**src/rtl/calc_pkg.sv**
```systemverilog
// Shared definitions for the BCD operand converter: FSM states, default
// geometry and the minimum binary width needed for a given digit count.
package calc_pkg;

    localparam int unsigned DIGITS_DEF = 4;
    localparam int unsigned BIN_W_DEF  = 16;

    typedef enum logic [1:0] {
        IDLE = 2'd0,
        CONV = 2'd1,
        DONE = 2'd2
    } conv_state_t;

    // Bits to hold 10^digits - 1 as a magnitude, plus one sign bit.
    function automatic int unsigned min_bin_w(input int unsigned digits);
        longint unsigned maxv;
        int unsigned     bits;
        maxv = 64'd1;
        for (int unsigned i = 0; i < digits; i++) begin
            maxv = maxv * 64'd10;
        end
        maxv = maxv - 64'd1;
        bits = 0;
        while (maxv != 64'd0) begin
            bits++;
            maxv = maxv >> 1;
        end
        return bits + 1;
    endfunction

endpackage

```
**src/rtl/bcd_horner_step.sv**
```systemverilog
// One Horner step of BCD-to-binary conversion: acc*10 + digit, flagging a
// non-decimal nibble.
module bcd_horner_step
    import calc_pkg::*;
#(
    parameter int unsigned BIN_W = BIN_W_DEF
) (
    input  logic [BIN_W-1:0] acc_in,
    input  logic [3:0]       digit,
    output logic [BIN_W-1:0] acc_out,
    output logic             digit_err
);

    always_comb begin
        acc_out   = (acc_in << 3) + (acc_in << 1) + {{(BIN_W-4){1'b0}}, digit};
        digit_err = (digit > 4'd9);
    end

endmodule

```
**src/rtl/bcd_operand_converter.sv**
```systemverilog
// Converts a pair of signed packed-BCD operands to two's-complement binary,
// one digit per cycle, with a valid/ready handshake on both sides.
module bcd_operand_converter
    import calc_pkg::*;
#(
    parameter int unsigned DIGITS = DIGITS_DEF,
    parameter int unsigned BIN_W  = BIN_W_DEF
) (
    input  logic                  clk,
    input  logic                  rst,
    input  logic                  in_valid,
    output logic                  in_ready,
    input  logic [4*DIGITS-1:0]   bcd_a,
    input  logic [4*DIGITS-1:0]   bcd_b,
    input  logic                  neg_a,
    input  logic                  neg_b,
    output logic                  out_valid,
    input  logic                  out_ready,
    output logic [BIN_W-1:0]      num_a,
    output logic [BIN_W-1:0]      num_b,
    output logic                  err_a,
    output logic                  err_b
);

    localparam int unsigned W     = 4 * DIGITS;
    localparam int unsigned CNT_W = 3;

    if (DIGITS < 1 || DIGITS > 8) begin : g_bad_digits
        $error("bcd_operand_converter: DIGITS must be in 1..8");
    end
    if (BIN_W < min_bin_w(DIGITS)) begin : g_bad_width
        $error("bcd_operand_converter: BIN_W too small for DIGITS");
    end

    conv_state_t      state;
    logic [CNT_W-1:0] cnt;
    logic [W-1:0]     bcd_a_r, bcd_b_r;
    logic             neg_a_r, neg_b_r;
    logic [BIN_W-1:0] acc_a, acc_b;
    logic             err_a_r, err_b_r;

    logic [3:0]       dig_a, dig_b;
    logic [BIN_W-1:0] step_a, step_b;
    logic             derr_a, derr_b;

    assign dig_a = 4'(bcd_a_r >> {cnt, 2'b00});
    assign dig_b = 4'(bcd_b_r >> {cnt, 2'b00});

    bcd_horner_step #(.BIN_W(BIN_W)) u_step_a (
        .acc_in    (acc_a),
        .digit     (dig_a),
        .acc_out   (step_a),
        .digit_err (derr_a)
    );

    bcd_horner_step #(.BIN_W(BIN_W)) u_step_b (
        .acc_in    (acc_b),
        .digit     (dig_b),
        .acc_out   (step_b),
        .digit_err (derr_b)
    );

    always_ff @(posedge clk) begin
        if (rst) begin
            state   <= IDLE;
            cnt     <= '0;
            bcd_a_r <= '0;
            bcd_b_r <= '0;
            neg_a_r <= 1'b0;
            neg_b_r <= 1'b0;
            acc_a   <= '0;
            acc_b   <= '0;
            err_a_r <= 1'b0;
            err_b_r <= 1'b0;
        end else begin
            case (state)
                IDLE: begin
                    if (in_valid) begin
                        bcd_a_r <= bcd_a;
                        bcd_b_r <= bcd_b;
                        neg_a_r <= neg_a;
                        neg_b_r <= neg_b;
                        acc_a   <= '0;
                        acc_b   <= '0;
                        err_a_r <= 1'b0;
                        err_b_r <= 1'b0;
                        cnt     <= CNT_W'(DIGITS - 1);
                        state   <= CONV;
                    end
                end
                CONV: begin
                    acc_a   <= step_a;
                    acc_b   <= step_b;
                    err_a_r <= err_a_r | derr_a;
                    err_b_r <= err_b_r | derr_b;
                    if (cnt == '0) begin
                        state <= DONE;
                    end else begin
                        cnt <= cnt - 3'd1;
                    end
                end
                DONE: begin
                    if (out_ready) begin
                        state <= IDLE;
                    end
                end
                default: state <= IDLE;
            endcase
        end
    end

    // Results are only presented in DONE so idle/reset outputs read as zero.
    always_comb begin
        in_ready  = (state == IDLE);
        out_valid = (state == DONE);
        num_a     = '0;
        num_b     = '0;
        err_a     = 1'b0;
        err_b     = 1'b0;
        if (state == DONE) begin
            err_a = err_a_r;
            err_b = err_b_r;
            if (!err_a_r) begin
                num_a = (neg_a_r && acc_a != '0) ? -acc_a : acc_a;
            end
            if (!err_b_r) begin
                num_b = (neg_b_r && acc_b != '0) ? -acc_b : acc_b;
            end
        end
    end

endmodule
```
**config.mk**
```make
export PLATFORM = sky130hd
export DESIGN_NAME = bcd_operand_converter
export DESIGN_NICKNAME = d
export VERILOG_FILES = /design/src/rtl/calc_pkg.sv /design/src/rtl/bcd_horner_step.sv /design/src/rtl/bcd_operand_converter.sv
export SDC_FILE = /design/constraint.sdc
export NUM_CORES = 1
export LEC_CHECK = 0
export ABC_AREA = 0
export ABC_CLOCK_PERIOD_IN_PS = 9400
export BUFFER_PORTS_ARGS = -buffer_cell sky130_fd_sc_hd__buf_2
export CAP_MARGIN = 20
export CORE_UTILIZATION = 40
export DETAILED_ROUTE_END_ITERATION = 12
export MAX_ROUTING_LAYER = met4
export SLEW_MARGIN = 20
export SYNTH_ARGS = -nofsm -noshare
export SYNTH_HDL_FRONTEND = slang
export SYNTH_HIERARCHICAL = 1
export SYNTH_SLANG_ARGS = --single-unit
```
**constraint.sdc**
```tcl
create_clock -name clk -period 9.4 [get_ports clk]
set_input_delay 0.47 -clock clk [delete_from_list [all_inputs] [get_ports clk]]
set_output_delay 0.47 -clock clk [all_outputs]
set_load 0.01 [all_outputs]
```
==> flow_metrics.env, run 1 <==
export IMPL_grt_max_degree=74
export IMPL_hold_class="in2reg"
export IMPL_cts_hold_buffers=0
export IMPL_placedInstanceArea_um2=5910
export IMPL_dp_hpwl_um=9830
export IMPL_crit_path_max_incr_delay_ns=0.74
export IMPL_tns_ns=0
export IMPL_holdCritStartpoint="bcd_b[8]"
export IMPL_synthMostInstantiatedCell="nand2_1"
export IMPL_max_clock_path_buffers=2
export IMPL_rsz0062_at_grt="no"
export IMPL_initial_utilization_pct=41.2
export IMPL_grt_pass1_wl_um=22900
export IMPL_clkSinkCount=73
export IMPL_port_buffers=73
export IMPL_cp_common_cell="fa_1"
export IMPL_yosysTopAreaCellShare_pct=26.6
export IMPL_yosysWarnings=6
export IMPL_finalNetCount=826
export IMPL_hold_slack_ns=0.367
export IMPL_worstReg2RegEnd="acc_a[14]"
export IMPL_worst_path_max_fanout=11
export IMPL_synth_async_reset_ratio_pct=0
export IMPL_grt_antenna_before_repair=0
export IMPL_tightestPinTransition_ns=0.917
export IMPL_max_cap_violations=0
export IMPL_hold_depth=3
export IMPL_postLayoutCellArea_um2=6240
export IMPL_final_layout_size_suffix_gt1_share_pct=17.5
export IMPL_setup_viol=0
export IMPL_drv_slew=0
export IMPL_ys_ff_latch=73
export IMPL_die_y_um=119
export IMPL_placementRows=42
export IMPL_critPathLaunchType="flop"
export IMPL_netlist_top_cells_count="87 x nand2_1, 78 x nor2_1, 73 x dfxtp_1, 64 x a21oi_1, 56 x ha_1"
export IMPL_grt_pass1_vias=4806
export IMPL_vdd_ir_drop_max_mv=0.0879
export IMPL_ctsResizeCount=0
export IMPL_path_clk_slew_ns=0.06
export IMPL_r2r_slack_ns=5.62
export IMPL_dp_slack_ns=5.62
export IMPL_cp_slowest_cell="dfxtp_1"
export IMPL_seq_area_frac_synth_pct=26.6
export IMPL_cts_htree_levels=3
export IMPL_core_region_area_um2=13300
export IMPL_vias=4963
export IMPL_drc=0
export IMPL_period_share_pct=40.2
export IMPL_gp_congestion=0.829
export IMPL_dr_first_iter_drc_count=268
export IMPL_r2r_start="cnt[0]"
export IMPL_die_w_um=119
export IMPL_ant_nets=0
export IMPL_via_per_inst=5.47
export IMPL_cts_tree="yes"
export IMPL_critical_path_top_delay_family="adder cells"
export IMPL_die_area_um2=14200
export IMPL_arrival_ns=3.98
export IMPL_worstSetupPathType="reg2reg"
export IMPL_crit_cells=12
export IMPL_critical_path_cell_chain="mux4_2 > nor2b_1 > inv_1 > fa_1 > fa_1 > nor2b_4 > o211ai_2 > a31oi_2 > o221ai_1 > xnor2_1 > a22oi_1 > nor2_1"
export IMPL_synth_distinct_cells=66
export IMPL_diodes=0
export IMPL_ys_top_cells_by_area="dfxtp_1 27%, ha_1 13%, nand2_1 5.9%"
export IMPL_totalWireLength_um=13400
export IMPL_synthCells=683
export IMPL_fin_worst_skew_ns=0.00610
export IMPL_clk_latency_ns=0.34
export IMPL_avgSynthCellArea_um2=8.06
export IMPL_grt_ovfl_total=0
export IMPL_powerDensity_nw_per_um2=136
export IMPL_r2r_cells=12
export IMPL_synth_main_ff_cell="dfxtp_1"
export IMPL_cts_root_buf="clkbuf_16"
export IMPL_io_pin_count=74
export IMPL_track_usage_pct=20.5
export IMPL_worst_slack_ns=5.62
export IMPL_place_inst=893
export IMPL_cp_data_required_time_ns=9.60
export IMPL_synth_nets=781
export IMPL_final_util_pct=46.8
export IMPL_area_growth_pct=13.5
export IMPL_synth_area_um2=5500
export IMPL_fin_cells=908
export IMPL_outcome="finished clean"
export IMPL_synth_edff_count=0
export IMPL_max_slew_margin_pct=38.8
export IMPL_cts_setup_buffers=0
export IMPL_max_freq_mhz=264
export IMPL_cts_buffers=9
export IMPL_end_kind="flop"
export IMPL_hold_end="bcd_b_r[8]"
export IMPL_cp_num_buf_inv=1
export IMPL_power_mw=0.847
export IMPL_p_leak_nw=2.91
export IMPL_finalCriticalPeriod_ns=3.78
export IMPL_first_pass_iters=4
export IMPL_avgRoutedWirePerCell_um=14.8
export IMPL_hold_viol_final=0
export IMPL_synth_largest_area_cell="dfxtp_1"
-- cells by family after synthesis --
family	Yosys count	synth area share (%)
mux	11	3.82
fa+ha+maj	60	14.2
flops	73	26.6
compound gates	169	21.0
xor+xnor	38	6.05
simple gates	261	22.6
buf+inv	71	5.80
-- report_power, final --
part           internal (mW)  leakage, nW  switching [mW]  total [mW]
registers              0.324        0.594          0.0178       0.342
clock network          0.246        0.158           0.132       0.378
logic                 0.0511         2.16          0.0763       0.127
total                  0.621         2.91           0.226       0.847
-- sequential cells by signal (all words and copies together) (netlist names) --
| name | flops |
|---|---|
| acc_b | 16 |
| err_b_r | 1 |
| bcd_a_r | 16 |
| neg_a_r | 1 |
| neg_b_r | 1 |
| acc_a | 16 |
| bcd_b_r | 16 |
| err_a_r | 1 |
| cnt | 3 |
| state | 2 |
-- layout by cell type (no fill, tap or decap), types with 3 or more instances in the layout --
master     instances
xor2_1            19
mux4_2             8
o31ai_1            4
fa_1               4
nor2_1            78
buf_4              3
o211ai_1           4
or4_1              9
and3_1             3
a31oi_1            4
o21ai_1           13
nand3_1            7
or3_1             12
a21oi_1           64
buf_2             73
a21o_1             3
xnor2_1           19
o21a_1             3
a22oi_1           32
o41ai_1            4
clkbuf_16          9
o21ai_0            8
nor3_1            13
o21bai_1           3
nand2b_1           3
nand2_1           86
mux2i_1            3
and2_1             5
nor2b_1           15
dfxtp_1           73
or3_2              8
or2_2              4
nor4_1             5
inv_1             28
a211oi_1           4
ha_1              56
-- routing by layer --
metal	wire length [um]	vias to the layer above	share of wire, %	GRT usage (%)
met5	0	-	0	-
met4	180	0	1.3	7.81
met3	464	11	3.5	2.35
met2	6270	106	47	33.2
met1	6530	2320	49	26.3
li1	-	2526	-	-
-- worst reg2reg max path: cells and delay by family, from the launching register on --
family	cells	cell delay, ns
muxes	1	0.57
DFF	1	0.74
adders and majority gates	2	0.97
AOI/OAI and AO/OA	4	0.77
buffers and inverters	1	0.10
xor gates and xnor gates	1	0.15
and+or+nand+nor	3	0.34
-- worst max path at each step --
| stage | start | to | slack, ns |
|---|---|---|---|
| 5_1_grt | cnt[0] | acc_a[14] | 5.29 |
| 3_3_place_gp | cnt[0] | acc_a[14] | 5.73 |
| 6_report | cnt[0] | acc_a[14] | 5.62 |
| 3_5_place_dp | cnt[0] | acc_a[14] | 5.62 |
| 4_1_cts | cnt[0] | acc_a[14] | 5.60 |
| 2_1_floorplan | cnt[0] | acc_a[14] | 5.81 |
-- final cells by class --
| type | instances | area, um2 |
|---|---|---|
| Clock buffer | 11 | 253 |
| Clock inverter | 4 | 76.3 |
| Fill cell | 1350 | 7100 |
| Inverter | 29 | 109 |
| Multi-Input combinational cell | 539 | 3740 |
| Sequential cell | 73 | 1460 |
| Tap cell | 176 | 220 |
| Timing Repair Buffer | 76 | 388 |
No activity file was read; power rests on OpenSTA's default activity.
==> inputs of run 2 (changes only) <==
- ABC_CLOCK_PERIOD_IN_PS: 9400 -> 3600
- clock period: 9.4 -> 3.6 ns (I/O delays scaled with it)
==> run 2 against run 1 <==
Compared with the run above: wire length grew 2.4%; utilization down 0.075 points; register-to-register slack lost 5.4 ns; worst hold slack lost 0.29 ns; clock-buffer cell count unchanged; via count rose by 1.5%; clock skew increased by 0.0018 ns; cell count up 0.44%; critical path depth rose by 2; global-route usage up 0.40 points.
==> flow_metrics.env, run 2 (synthesized netlist as in run 1, its figures left out) <==
export IMPL_powerDensity_nw_per_um2=334
export IMPL_grt_pass1_vias=4798
export IMPL_via_per_inst=5.52
export IMPL_seq_power_share_pct=42.6
export IMPL_power_mw=2.08
export IMPL_max_cap_violations=0
export IMPL_sw_frac_of_total_pct=28.5
export IMPL_clockPowerShare_pct=40.8
export IMPL_max_clock_path_buffers=2
export IMPL_r2r_cells=14
export IMPL_vias=5038
export IMPL_r2r_start="cnt[0]"
export IMPL_max_freq_mhz=297
export IMPL_rsz0062_at_grt="no"
export IMPL_cts_root_buf="clkbuf_16"
export IMPL_worst_path_max_fanout=7
export IMPL_vdd_ir_drop_max_mv=0.233
export IMPL_first_pass_iters=5
export IMPL_fin_worst_skew_ns=0.00789
export IMPL_initial_utilization_pct=41.2
export IMPL_cts_tree="yes"
export IMPL_cts_htree_levels=3
export IMPL_ant_nets=0
export IMPL_hold_viol_final=0
export IMPL_clkSinkCount=73
export IMPL_tns_ns=0
export IMPL_die_w_um=119
export IMPL_multi_input_area_um2=3740
export IMPL_mostFrequentLayoutCell="nand2_1"
export IMPL_die_y_um=119
export IMPL_hold_slack_ns=0.0771
export IMPL_finalCriticalPeriod_ns=3.37
export IMPL_drc=0
export IMPL_io_pin_count=74
export IMPL_max_slew_margin_pct=35.7
export IMPL_core_region_area_um2=13300
export IMPL_clk_latency_ns=0.34
export IMPL_grt_pass1_wl_um=23400
export IMPL_die_area_um2=14200
export IMPL_p_comb_share_pct=16.7
export IMPL_hold_class="in2reg"
export IMPL_netSwitchingPower_mw=0.594
export IMPL_final_layout_size_suffix_gt1_share_pct=18.1
export IMPL_seqCellArea_um2=1470
export IMPL_area_growth_pct=13.3
export IMPL_final_cell_mix="86 x nand2_1, 78 x nor2_1, 73 x buf_2"
export IMPL_finalNetCount=830
export IMPL_drv_slew=0
export IMPL_internal_power_mw=1.49
export IMPL_cts_buffers=9
export IMPL_p_leak_nw=2.91
export IMPL_gp_congestion=0.883
export IMPL_totalWireLength_um=13800
export IMPL_tightestPinTransition_ns=0.965
export IMPL_worstSetupPathType="reg2reg"
export IMPL_r2r_slack_ns=0.23
export IMPL_crit_end="acc_b[14]"
export IMPL_grt_max_degree=46
export IMPL_grt_antenna_before_repair=0
export IMPL_postLayoutCellArea_um2=6230
export IMPL_critPathLaunchType="flop"
export IMPL_fillers=1367
export IMPL_critPathLaunch="cnt[0]"
export IMPL_end_kind="flop"
export IMPL_cts_hold_buffers=0
export IMPL_final_util_pct=46.7
export IMPL_port_buffers=73
export IMPL_worstReg2RegEnd="acc_b[14]"
export IMPL_cp_data_required_time_ns=3.80
export IMPL_placedInstanceArea_um2=5940
export IMPL_grt_ovfl_total=0
export IMPL_track_usage_pct=20.9
export IMPL_outcome="finished clean"
export IMPL_avgRoutedWirePerCell_um=15.1
export IMPL_dp_hpwl_um=10200
export IMPL_path_clk_slew_ns=0.06
export IMPL_arrival_ns=3.57
export IMPL_dr_first_iter_drc_count=277
export IMPL_diodes=0
export IMPL_placementRows=42
export IMPL_period_share_pct=93.6
export IMPL_setup_viol=0
run 2: through the flow:
stage	instances	worst slack, ns
final	912	0.229
after global routing	912	0.0358
after CTS	912	0.0289
after detailed placement	897	0.0410
after global placement	897	0.135
after floorplan	683	0.0108
run 2: how the worst min path moves through the flow:
stage	cells after the start	slack, ns	endpoint	start
floorplan	2	0.32	bcd_a_r[0]	bcd_a[0]
finish	3	0.08	bcd_a_r[12]	bcd_a[12]
CTS	3	0.06	bcd_a_r[5]	bcd_a[5]
global route	3	0.08	bcd_a_r[5]	bcd_a[5]
global placement	3	0.42	bcd_a_r[10]	bcd_a[10]
detailed placement	3	0.43	bcd_a_r[5]	bcd_a[5]
run 2: layer usage:
metal	up-vias	track usage [%]	share of wire (%)
met2	116	33.4	46
li1	2524	-	-
met4	0	8.05	1.7
met1	2384	26.8	48
met3	14	2.87	3.9
met5	-	-	0
run 2: cell type report:
type                            instances  area share (%)
Sequential cell                        73            23.5
Clock inverter                          4           0.462
Inverter                               29            1.75
Timing Repair Buffer                   80            6.70
Clock buffer                           11            4.05
Multi-Input combinational cell        539            60.0
Tap cell                              176            3.53
run 2: repair_timing:
action,4_1_cts,5_1_grt
endpoints found under the setup margin,0,9
endpoints found under the hold margin,0,0
buffers inserted,0,0
resized for setup,0,3
run 2: power groups by stage:
| stage | clock network (mW) | logic [mW] | registers [mW] |
|---|---|---|---|
| 6_report | 0.848 | 0.347 | 0.886 |
| 5_1_grt | 0.902 | 0.392 | 0.892 |
| 4_1_cts | 0.870 | 0.348 | 0.886 |
| 3_5_place_dp | 0 | 0.347 | 0.903 |
| 3_3_place_gp | 0 | 0.336 | 0.902 |
| 2_1_floorplan | 0 | 0.275 | 0.882 |
run 2: worst max-delay path, cell delays in order, from the launching register on:
cell and delay, ns:
dfxtp_4 0.39, buf_4 0.15, mux4_2 0.49, nor2b_1 0.16, ha_1 0.30, ha_1 0.17
inv_1 0.05, fa_1 0.40, nor2b_1 0.17, o211a_1 0.19, o21ai_0 0.13, a21oi_1 0.25
a41oi_1 0.15, a22oi_1 0.19, nor2_1 0.05
==> inputs of run 3 (changes only) <==
- CORE_UTILIZATION: 40 -> 59
- MAX_ROUTING_LAYER: met4 -> default
- PLACE_DENSITY: default -> 0.81
==> run 3 against run 2 <==
Compared with the run above: sequential power about the same; via count is 3.1% higher; worst setup slack worse by 0.026 ns; critical path type unchanged; clock skew fell by 0.0012 ns; fmax fell by 0.77%; total power down 8.0%; worst hold slack got worse by 0.024 ns; non-clock buffer count up 2; sequential cell count unchanged.
==> flow_metrics.env, run 3 (synthesized netlist as in run 1, its figures left out) <==
export IMPL_crit_path_max_incr_delay_ns=0.51
export IMPL_period_share_pct=94.4
export IMPL_clk_latency_ns=0.36
export IMPL_critical_path_cell_chain="mux4_2 > nor2b_1 > inv_1 > fa_1 > fa_1 > nor2b_4 > o211ai_2 > a31oi_2 > o221ai_1 > xnor2_1 > a22oi_1 > nor2_1"
export IMPL_grt_pass1_vias=5000
export IMPL_core_region_area_um2=8890
export IMPL_cp_slowest_cell="mux4_2"
export IMPL_seqCellArea_um2=1460
export IMPL_finalCriticalPeriod_ns=3.40
export IMPL_avgRoutedWirePerCell_um=15.8
export IMPL_path_clk_slew_ns=0.08
export IMPL_worstSetupPathType="reg2reg"
export IMPL_grt_pass1_wl_um=22500
export IMPL_cts_root_buf="clkbuf_8"
export IMPL_cts_buffers=9
export IMPL_end_kind="flop"
export IMPL_arrival_ns=3.61
export IMPL_io_pin_count=74
export IMPL_gp_congestion=0.901
export IMPL_die_w_um=98.6
export IMPL_p_leak_nw=2.88
export IMPL_routed_wl_met3_um=787
export IMPL_cp_data_required_time_ns=3.81
export IMPL_ant_nets=0
export IMPL_fillers=739
export IMPL_drc=0
export IMPL_vdd_ir_drop_max_mv=0.220
export IMPL_cp_common_cell="fa_1"
export IMPL_max_cap_violations=0
export IMPL_port_buffers=73
export IMPL_r2r_slack_ns=0.20
export IMPL_dp_hpwl_um=9760
export IMPL_grt_max_degree=44
export IMPL_die_area_um2=9720
export IMPL_diodes=0
export IMPL_powerDensity_nw_per_um2=315
export IMPL_critPathLaunchType="flop"
export IMPL_met2_length_um=6540
export IMPL_totalWireLength_um=13400
export IMPL_hold_class="in2reg"
export IMPL_final_layout_size_suffix_gt1_share_pct=18.3
export IMPL_critical_path_top_delay_family="adder cells"
export IMPL_wl_met1_um=5820
export IMPL_postLayoutCellArea_um2=6080
export IMPL_grt_antenna_before_repair=0
export IMPL_mostFrequentLayoutCell="nand2_1"
export IMPL_final_cell_mix="87 x nand2_1, 78 x nor2_1, 73 x buf_2"
export IMPL_max_slew_margin_pct=30.4
export IMPL_maxUsedRoutingLayer="met4"
export IMPL_area_growth_pct=10.4
export IMPL_multi_input_area_um2=3730
export IMPL_rsz0062_at_grt="no"
export IMPL_max_freq_mhz=294
export IMPL_drv_slew=0
export IMPL_first_pass_iters=5
export IMPL_outcome="finished clean"
export IMPL_vias=5193
export IMPL_clkSinkCount=73
export IMPL_grt_ovfl_total=0
export IMPL_cts_hold_buffers=0
export IMPL_die_y_um=98.6
export IMPL_hold_viol_final=0
export IMPL_worst_path_max_fanout=6
export IMPL_placementRows=34
export IMPL_via_per_inst=6.13
export IMPL_cp_num_buf_inv=1
export IMPL_cts_htree_levels=3
export IMPL_tightestPinTransition_ns=1.04
export IMPL_tns_ns=0
export IMPL_finalNetCount=832
export IMPL_track_usage_pct=28.4
export IMPL_setup_viol=0
export IMPL_initial_utilization_pct=61.9
export IMPL_max_clock_path_buffers=2
export IMPL_cts_tree="yes"
export IMPL_placedInstanceArea_um2=5870
export IMPL_fin_worst_skew_ns=0.00665
export IMPL_dr_first_iter_drc_count=318
run 3: final timing paths:
| check | from | end | depth (start not counted) |
|---|---|---|---|
| max | cnt[0] | acc_a[14] | 12 |
| min | bcd_b[11] | bcd_b_r[11] | 3 |
| max reg2reg | cnt[0] | acc_a[14] | 12 |
| min reg2reg | bcd_b_r[8] | bcd_b_r[8] | 2 |
run 3: where the power goes:
| group | total (mW) | switching (mW) | leakage (nW) | internal (mW) |
|---|---|---|---|---|
| sequential | 0.883 | 0.0368 | 0.595 | 0.846 |
| clock | 0.680 | 0.336 | 0.100 | 0.344 |
| combinational | 0.352 | 0.211 | 2.19 | 0.142 |
run 3: metal layers:
metal | vias up | global-route usage [%]
met5 | - | 0
met3 | 27 | 5.74
met1 | 2455 | 35.3
li1 | 2538 | -
met4 | 0 | 10.3
met2 | 173 | 49.0
run 3: layout make-up:
| cell class | instances | share of cell area (%) |
|---|---|---|
| multi-input cells | 539 | 61.4 |
| flip-flops and latches | 73 | 24.1 |
| repair buffers | 82 | 7.12 |
| clock buffers | 11 | 2.33 |
| well taps | 108 | 2.22 |
| inverters | 29 | 1.79 |
| clock inverters | 5 | 1.05 |
run 3: timing repair:
item | in CTS | in global routing
setup buffers | 0 | 0
resized for setup | 0 | 2
endpoints found under the setup margin | 0 | 7
run 3: worst reg2reg max path, cell delays in order (launching register included):
cell      delay [ns]
dfxtp_2         0.42
mux4_2          0.51
nor2b_1         0.14
inv_1           0.10
fa_1            0.46
fa_1            0.51
nor2b_4         0.16
o211ai_2        0.10
a31oi_2         0.29
o221ai_1        0.18
xnor2_1         0.15
a22oi_1         0.16
nor2_1          0.06
run 3: stage by stage:
stage	hold WS, ns	util (%)	power (mW)	setup slack (ns)	instances
floorplan	0.316	-	1.16	0.0108	683
global placement	0.420	66.0	1.23	0.212	831
detailed placement	0.425	66.0	1.25	0.103	831
CTS	0.0457	68.3	1.92	0.0857	847
global route	0.0430	68.4	2.01	0.00210	847
finish	0.0530	68.4	1.92	0.203	847
